## src/rtl/adpll_lock_detector.sv

```systemverilog
// adpll_lock_detector
// Hysteretic lock qualifier for the ring ADPLL phase-error word.
// - Detects rising edges of the asynchronous reference clock.
// - Samples the signed error once per reference period.
// - Runs an UNLOCKED/ACQUIRING/LOCKED/SLIPPING state machine.
// - Holds the peak |error| seen since lock was last entered.
// - Flags loss of the reference clock.
//
// Strobe handshake: a strobe is a one-cycle pulse, and it is consumed only
// when enable_i is high in that same cycle. There is no back-pressure;
// a strobe seen while enable_i is low is dropped.
module adpll_lock_detector #(
  parameter int WIDTH        = 8,
  parameter int LOCK_WINDOW  = 4,
  parameter int LOCK_COUNT   = 16,
  parameter int UNLOCK_COUNT = 4,
  parameter int REF_TIMEOUT  = 128
) (
  input  logic             fpga_clk_i,
  input  logic             reset_i,
  input  logic             enable_i,
  input  logic             ref_clk_i,
  input  logic [WIDTH-1:0] error_i,
  output logic             locked_o,
  output logic [1:0]       lock_state_o,
  output logic [WIDTH:0]   peak_err_o,
  output logic             ref_lost_o
);

  // The sequence counter is at least 8 bits wide. It is widened when
  // either count threshold needs more bits.
  localparam int CNT_MAX_REQ = (LOCK_COUNT > UNLOCK_COUNT) ? LOCK_COUNT : UNLOCK_COUNT;
  localparam int CNT_W       = ($clog2(CNT_MAX_REQ + 1) > 8) ? $clog2(CNT_MAX_REQ + 1) : 8;
  localparam int TO_W        = $clog2(REF_TIMEOUT + 1);

  localparam logic [CNT_W-1:0] LOCK_CNT_V   = CNT_W'(LOCK_COUNT);
  localparam logic [CNT_W-1:0] UNLOCK_CNT_V = CNT_W'(UNLOCK_COUNT);
  localparam logic [WIDTH:0]   WIN_V        = (WIDTH+1)'(LOCK_WINDOW);
  localparam logic [TO_W-1:0]  TO_MAX       = TO_W'(REF_TIMEOUT);
  localparam logic [TO_W-1:0]  TO_LAST      = TO_W'(REF_TIMEOUT - 1);

  typedef enum logic [1:0] {
    ST_UNLOCKED  = 2'b00,
    ST_ACQUIRING = 2'b01,
    ST_LOCKED    = 2'b10,
    ST_SLIPPING  = 2'b11
  } state_t;

  state_t           r_state, w_state_nxt;
  logic [CNT_W-1:0] r_cnt, w_cnt_nxt;
  logic [WIDTH:0]   r_peak, w_peak_nxt;
  logic [TO_W-1:0]  r_to, w_to_nxt;
  logic             r_ref_lost, w_ref_lost_nxt;
  logic             r_sync1, r_sync2, r_sync3;

  logic             w_strobe;
  logic [WIDTH:0]   w_err_ext;
  logic [WIDTH:0]   w_mag;
  logic             w_in_win;
  logic [CNT_W-1:0] w_cnt_inc;
  logic [WIDTH:0]   w_peak_max;

  // Synchronise the reference clock, plus one extra flop for edge detection.
  always_ff @(posedge fpga_clk_i or posedge reset_i) begin
    if (reset_i) begin
      r_sync1 <= 1'b0;
      r_sync2 <= 1'b0;
      r_sync3 <= 1'b0;
    end else begin
      r_sync1 <= ref_clk_i;
      r_sync2 <= r_sync1;
      r_sync3 <= r_sync2;
    end
  end

  assign w_strobe = r_sync2 & ~r_sync3;

  // Compute the magnitude one bit wider than the input, so the most
  // negative code maps to +2^(WIDTH-1) with no wrap.
  assign w_err_ext  = {error_i[WIDTH-1], error_i};
  assign w_mag      = error_i[WIDTH-1] ? (~w_err_ext + 1'b1) : w_err_ext;
  assign w_in_win   = (w_mag <= WIN_V);
  assign w_cnt_inc  = r_cnt + 1'b1;
  assign w_peak_max = (w_mag > r_peak) ? w_mag : r_peak;

  // State, counter, peak, timeout and ref_lost registers.
  always_ff @(posedge fpga_clk_i or posedge reset_i) begin
    if (reset_i) begin
      r_state    <= ST_UNLOCKED;
      r_cnt      <= '0;
      r_peak     <= '0;
      r_to       <= '0;
      r_ref_lost <= 1'b0;
    end else begin
      r_state    <= w_state_nxt;
      r_cnt      <= w_cnt_nxt;
      r_peak     <= w_peak_nxt;
      r_to       <= w_to_nxt;
      r_ref_lost <= w_ref_lost_nxt;
    end
  end

  // Next-state logic. When a strobe and the timeout coincide, the strobe
  // takes priority and the counter clears with no forced unlock.
  always_comb begin
    w_state_nxt    = r_state;
    w_cnt_nxt      = r_cnt;
    w_peak_nxt     = r_peak;
    w_to_nxt       = r_to;
    w_ref_lost_nxt = r_ref_lost;
    if (!enable_i) begin
      w_to_nxt = '0;
    end else if (w_strobe) begin
      w_to_nxt       = '0;
      w_ref_lost_nxt = 1'b0;
      case (r_state)
        ST_UNLOCKED: begin
          if (w_in_win) begin
            w_state_nxt = ST_ACQUIRING;
            w_cnt_nxt   = {{(CNT_W-1){1'b0}}, 1'b1};
          end else begin
            w_cnt_nxt = '0;
          end
        end
        ST_ACQUIRING: begin
          if (!w_in_win) begin
            w_state_nxt = ST_UNLOCKED;
            w_cnt_nxt   = '0;
          end else if (w_cnt_inc == LOCK_CNT_V) begin
            w_state_nxt = ST_LOCKED;
            w_cnt_nxt   = '0;
            w_peak_nxt  = w_mag;
          end else begin
            w_cnt_nxt = w_cnt_inc;
          end
        end
        ST_LOCKED: begin
          w_peak_nxt = w_peak_max;
          if (w_in_win) begin
            w_cnt_nxt = '0;
          end else begin
            w_state_nxt = ST_SLIPPING;
            w_cnt_nxt   = {{(CNT_W-1){1'b0}}, 1'b1};
          end
        end
        default: begin
          w_peak_nxt = w_peak_max;
          if (w_in_win) begin
            w_state_nxt = ST_LOCKED;
            w_cnt_nxt   = '0;
          end else if (w_cnt_inc == UNLOCK_CNT_V) begin
            w_state_nxt = ST_UNLOCKED;
            w_cnt_nxt   = '0;
          end else begin
            w_cnt_nxt = w_cnt_inc;
          end
        end
      endcase
    end else begin
      if (r_to != TO_MAX) begin
        w_to_nxt = r_to + 1'b1;
      end
      if (r_to == TO_LAST) begin
        w_ref_lost_nxt = 1'b1;
        w_state_nxt    = ST_UNLOCKED;
        w_cnt_nxt      = '0;
      end
    end
  end

  assign lock_state_o = r_state;
  assign locked_o     = r_state[1];
  assign peak_err_o   = r_peak;
  assign ref_lost_o   = r_ref_lost;

endmodule

```

## config.mk

```make
export PLATFORM = sky130hd
export DESIGN_NAME = adpll_lock_detector
export DESIGN_NICKNAME = d
export VERILOG_FILES = /design/src/rtl/adpll_lock_detector.sv
export SDC_FILE = /design/constraint.sdc
export NUM_CORES = 1
export LEC_CHECK = 0
export ABC_AREA = 1
export BUFFER_PORTS_ARGS = -buffer_cell sky130_fd_sc_hd__clkbuf_2
export CORE_MARGIN = 2
export CORE_UTILIZATION = 40
export CTS_BUF_LIST = sky130_fd_sc_hd__clkbuf_8 sky130_fd_sc_hd__clkbuf_16
export DETAILED_ROUTE_END_ITERATION = 6
export PLACE_DENSITY_LB_ADDON = 0.12
export SYNTH_ARGS = -nofsm -noshare
export SYNTH_HDL_FRONTEND = slang
export SYNTH_SLANG_ARGS = --single-unit
```

## constraint.sdc

```tcl
create_clock -name fpga_clk_i -period 2.19 [get_ports fpga_clk_i]
set_input_delay 0.219 -clock fpga_clk_i [delete_from_list [all_inputs] [get_ports fpga_clk_i]]
set_output_delay 0.219 -clock fpga_clk_i [all_outputs]
set_load 0.03 [all_outputs]
```

==> results of run 1 <==
state kept, by name (all words and copies together) (netlist names):
name and count:
peak_err_o 9, r_cnt 8, r_to 8, lock_state_o 2, r_sync1 1, r_sync2 1, r_sync3 1, ref_lost_o 1
power by group through the flow:
stage	logic [mW]	registers [mW]	clock network (mW)
finish	0.782	0.744	0.431
global route	0.886	0.757	0.474
CTS	0.786	0.744	0.449
detailed placement	0.782	0.753	0
global placement	0.772	0.755	0
floorplan	0.464	0.870	0
metrics by stage:
step	util, %	setup WS, ps	cells	hold slack (ps)
2_1_floorplan	-	252	316	250
3_3_place_gp	45.1	-37.3	414	308
3_5_place_dp	45.1	-61.9	414	323
4_1_cts	46.6	100	422	17.0
5_1_grt	47.3	37.9	425	26.1
6_report	47.3	166	425	-1.62
cell type report:
class | instances | area [sq um]
Timing Repair Buffer | 34 | 208
Clock inverter | 3 | 15.0
Sequential cell | 31 | 776
Multi-Input combinational cell | 226 | 1220
Clock buffer | 5 | 68.8
Fill cell | 603 | 2880
Tap cell | 72 | 90.1
Inverter | 54 | 208
routing by layer:
layer / GRT usage (%) / part of all wire [%] / vias to the layer above
met5: 0 / 0 / -
met4: 5.52 / 0.93 / 0
met3: 3.75 / 3.9 / 4
met2: 26.5 / 44 / 34
met1: 23.4 / 51 / 941
li1: - / - / 1086
path summary, 6_finish.rpt:
check,to,slack (ps),startpoint,depth (start not counted)
max reg2reg,peak_err_o[2],170,r_cnt[0],15
min in group fpga_clk_i,r_sync1,40,ref_clk_i,1
max,peak_err_o[2],170,r_cnt[0],15
min reg2reg,r_sync2,350,r_sync1,0
max in group asynchronous,lock_state_o[0],1900,reset_i,3
min,r_sync1,-2,reset_i,3
synthesized netlist by cell type, types with 2 or more instances:
cell type   n
nand2_1    81
inv_1      50
nand3_1    44
dfrtp_1    31
nor2_1     20
o21ai_0    13
ha_1       11
a21oi_1    10
nand4_1     9
nor2_2      7
nand2_2     5
nor3_1      5
buf_4       3
nor2_4      3
a31o_2      2
inv_2       2
nand2_4     2
nand3_2     2
worst register-to-register path, stage by stage, from the launching register on:
cell	delay, ps
dfrtp_1	420
ha_1	250
nand2_1	90
inv_2	60
nand3_1	100
nor2_1	50
nand2_1	50
nand2_1	70
nor2_2	140
nand2_1	100
nand2_1	80
nand2_2	100
nor2_8	180
buf_12	130
nand3_1	80
nand2_1	80
what timing repair did:
item                                    CTS  global route
setup buffers                             0             3
hold buffers                              0             0
endpoints found under the setup margin    0             8
resized for setup                         0             2
logic make-up after synthesis:
family / after synthesis / synth area share (%)
adders and majority gates: 11 / 6.13
xor gates and xnor gates: 2 / 0.781
DFF: 31 / 34.6
other: 1 / 0.167
AOI/OAI and AO/OA: 28 / 6.97
buffers and inverters: 59 / 11.0
and+or+nand+nor: 184 / 40.4
==> reports/qor.txt, run 1 <==
NetSw: 0.832 mW
crit-path max FO: 5
Synthesized Nets: 339
slowest stage delay, CP: 420 ps
fin. max-slew vios: 0
DRC: 0
Final Skew: 6.29 ps
input/output buffers: 24
unrepaired setup endpoints after global routing: false
placed cell area: 2470 sq um
run status: finished with violations
Crit path top cell by count: nand2_1
P_int: 1.13 mW
Synth top area share: 34.6%
hold slack: -1.62 ps
Final Net Count: 375
Clock Latency Late Sink: 280 ps
total power: 1.96 mW
area growth from synthesis to layout: 15.4%
PD cells: 756 nW/um^2
Comb power frac: 40.0%
leak pwr: 1.42 nW
commonest cells after routing, fill and taps aside: nand2_1, inv_1, nand3_1
vias in the first global route: 1923
Starting Density: 41.0%
Crit path max-delay family: simple AND/OR/NAND/NOR gates
HPWL after DPL: 3.70 mm
maximum clock insertion buffer count: 2
clock sinks: 31
ANT nets after route: 0
DR vias: 2065
worst path arrival time: 2240 ps
CTS clk-pin slew, worst paths: 70 ps
CP startpoint kind: flop
wire per inst: 11.2 um
diodes inserted: 0
Post-Syn Instances: 316
synth top area cells: dfrtp_1, nand2_1, nand3_1
Yosys cell types: 34
TritonCTS clock tree: done
worst hold path class: input port to async pin
die height: 78.9 um
IO Pins: 25
Clock power frac: 22.0%
Switching Fraction: 42.5%
post-DR vias/cell: 4.86
crit path cell chain: ha_1 > nand2_1 > inv_2 > nand3_1 > nor2_1 > nand2_1 > nand2_1 > nor2_2 > nand2_1 > nand2_1 > nand2_2 > nor2_8 > buf_12 > nand3_1 > nand2_1
largest net degree at the start of global routing: 32
sequential share of the synthesized area: 34.6%
CTS Buf Count: 5
Min Clock Period, post-route: 2020 ps
kind of critical path: flop to flop
violated checks: hold timing
CP max stage cell: dfrtp_1
total track usage: 17.0%
# rows: 27
crit share post-route: 92.4%
endpoints failing hold: 3
Req. time, crit path: 2400 ps
VDD IR max: 526 uV
core region area: 5470 sq um
first drt pass iteration count: 5
post-route cell area: 2590 sq um
share of post-route cells with drive strength above 1: 20.4%
main flop type after synthesis: dfrtp_1
Yosys top cell by area: dfrtp_1
Post-synth ARST share: 100%
max cap viols: 0
Seq pwr share: 38.0%
Total Negative Setup Slacks: 0 ps
post-synthesis register bit count: 31
residual overflow from global routing: 0
wirelength, routed: 4.74 mm
Worst Path Buf+Inv: 2
1st-iter DRT viols: 117
post-synthesis cell area: 2240 sq um
Root Buffer: clkbuf_8
H-tree depth: 2
chip width: 78.9 um
Post-synth EDFFs: 0
FMAX: 494 MHz
first-pass GRT wire length: 8.41 mm
leading cell type in the layout, fill and taps excluded: nand2_1
die area: 6220 sq um
Avg Cell Area, Syn: 7.10 sq um
final setup fails: 0
element type at the critical path end: flop
yosys warns: 0
initial antenna violation count: 0
RePlAce Congestion: 0.808
Power figures use the tool's default switching activity.
==> run 2, diff against run 1 <==
Settings changed: PLACE_DENSITY_LB_ADDON 0.12 to 0.15.
==> reports/qor.txt, run 2 (synthesis results as in run 1) <==
RePlAce Congestion: 0.807
Req. time, crit path: 2410 ps
die area: 6220 sq um
1st-iter DRT viols: 92
post-DR vias/cell: 4.92
post-route cell area: 2580 sq um
WL met3: 166 um
HPWL after DPL: 3.71 mm
die height: 78.9 um
CTS clk-pin slew, worst paths: 60 ps
CP startpoint kind: flop
Final Skew: 1.53 ps
hold slack: -8.59 ps
met2 wire len: 2.13 mm
P_int: 1.12 mW
worst hold path class: input port to async pin
met1 wire length: 2.44 mm
wire per inst: 11.3 um
Seq pwr share: 38.4%
Comb power frac: 41.1%
placed cell area: 2470 sq um
chip width: 78.9 um
element type at the critical path end: flop
commonest cells after routing, fill and taps aside: nand2_1, inv_1, nand3_1
CTS Buf Count: 5
vias in the first global route: 1891
Root Buffer: clkbuf_8
kind of critical path: flop to flop
hold-fix buffers at CTS: 0
max cap viols: 0
DR vias: 2085
Highest Signal Layer: met4
VDD IR max: 468 uV
first drt pass iteration count: 4
Clock Latency Late Sink: 280 ps
max FFs per register: 9
leak pwr: 1.42 nW
maximum clock insertion buffer count: 2
NetSw: 0.817 mW
crit-path max FO: 7
unrepaired setup endpoints after global routing: false
TritonCTS clock tree: done
first-pass GRT wire length: 8.42 mm
share of post-route cells with drive strength above 1: 19.6%
clock sinks: 31
violated checks: hold timing
worst path arrival time: 2210 ps
Switching Fraction: 42.1%
diodes inserted: 0
Clock power frac: 20.5%
crit share post-route: 91.0%
PD cells: 750 nW/um^2
input/output buffers: 24
FMAX: 502 MHz
residual overflow from global routing: 0
Min Clock Period, post-route: 1990 ps
ANT nets after route: 0
wirelength, routed: 4.81 mm
final setup fails: 0
Final Net Count: 376
Starting Density: 41.0%
run status: finished with violations
endpoints failing hold: 15
core region area: 5470 sq um
initial antenna violation count: 0
leading cell type in the layout, fill and taps excluded: nand2_1
# rows: 27
total track usage: 17.1%
area growth from synthesis to layout: 15.2%
H-tree depth: 2
largest net degree at the start of global routing: 32
fin. max-slew vios: 0
DRC: 0
IO Pins: 25
[run 2: cell types whose count changed in the layout (fill, tap and decap cells not counted)]
| cell | delta |
|---|---|
| clkinv_2 | -3 |
| inv_1 | +2 |
| buf_4 | +1 |
| inv_2 | -1 |
[run 2: timing repair]
| action | 4_1_cts | 5_1_grt |
|---|---|---|
| endpoints found under the setup margin | 0 | 8 |
| resized for setup | 0 | 1 |
| setup buffers | 0 | 3 |
| endpoints found under the hold margin | 0 | 0 |
[run 2: through the flow]
step / TNS (ps) / setup WS [ps] / power [mW] / utilization [%] / instances
global placement: -258 / -33.9 / 1.53 / 45.2 / 415
finish: 0 / 197 / 1.94 / 47.2 / 424
floorplan: 0 / 252 / 1.33 / - / 316
CTS: 0 / 121 / 1.95 / 46.5 / 421
detailed placement: -342 / -49.0 / 1.54 / 45.2 / 415
global route: 0 / 2.53 / 2.10 / 47.2 / 424
[run 2: power by group through the flow]
| stage | sequential [mW] | clock (mW) | combinational, mW |
|---|---|---|---|
| detailed placement | 0.755 | 0 | 0.786 |
| CTS | 0.746 | 0.413 | 0.791 |
| global route | 0.756 | 0.439 | 0.904 |
| global placement | 0.755 | 0 | 0.777 |
| floorplan | 0.870 | 0 | 0.464 |
| finish | 0.745 | 0.397 | 0.797 |
[run 2: cell type report]
type,instances,area [sq um]
tap,72,90.1
inverter,54,208
clock inverter,1,3.75
timing repair buffer,35,215
fill,589,2890
clock buffer,5,68.8
sequential,31,776
multi-input combinational,226,1220
[run 2: path summary, 6_finish.rpt]
| kind | startpoint | endpoint | slack, ps | cells past startpoint |
|---|---|---|---|---|
| min in group fpga_clk_i | ref_clk_i | r_sync1 | 40 | 1 |
| setup reg to reg | r_cnt[0] | peak_err_o[0] | 200 | 15 |
| hold reg to reg | r_sync1 | r_sync2 | 350 | 0 |
| hold / removal | reset_i | peak_err_o[2] | -9 | 3 |
| max in group asynchronous | reset_i | r_cnt[5] | 1910 | 3 |
| setup / recovery | r_cnt[0] | peak_err_o[0] | 200 | 15 |
[run 2: critical path: stages (launching register included)]
cell and delay (ps):
dfrtp_1 420, ha_1 240, nand2_1 70, inv_1 80, nand3_1 110, nor2_1 50
nand2_1 50, nand2_1 70, nor2_2 140, nand2_1 100, nand2_1 80, nand2_2 90
nor2_8 160, buf_12 130, nand3_1 80, nand2_1 70
[run 2: per-layer routing]
metal / vias up / track usage [%]
li1: 1087 / -
met1: 960 / 23.4
met2: 31 / 26.8
met3: 7 / 3.75
met4: 0 / 6.21
met5: - / 0
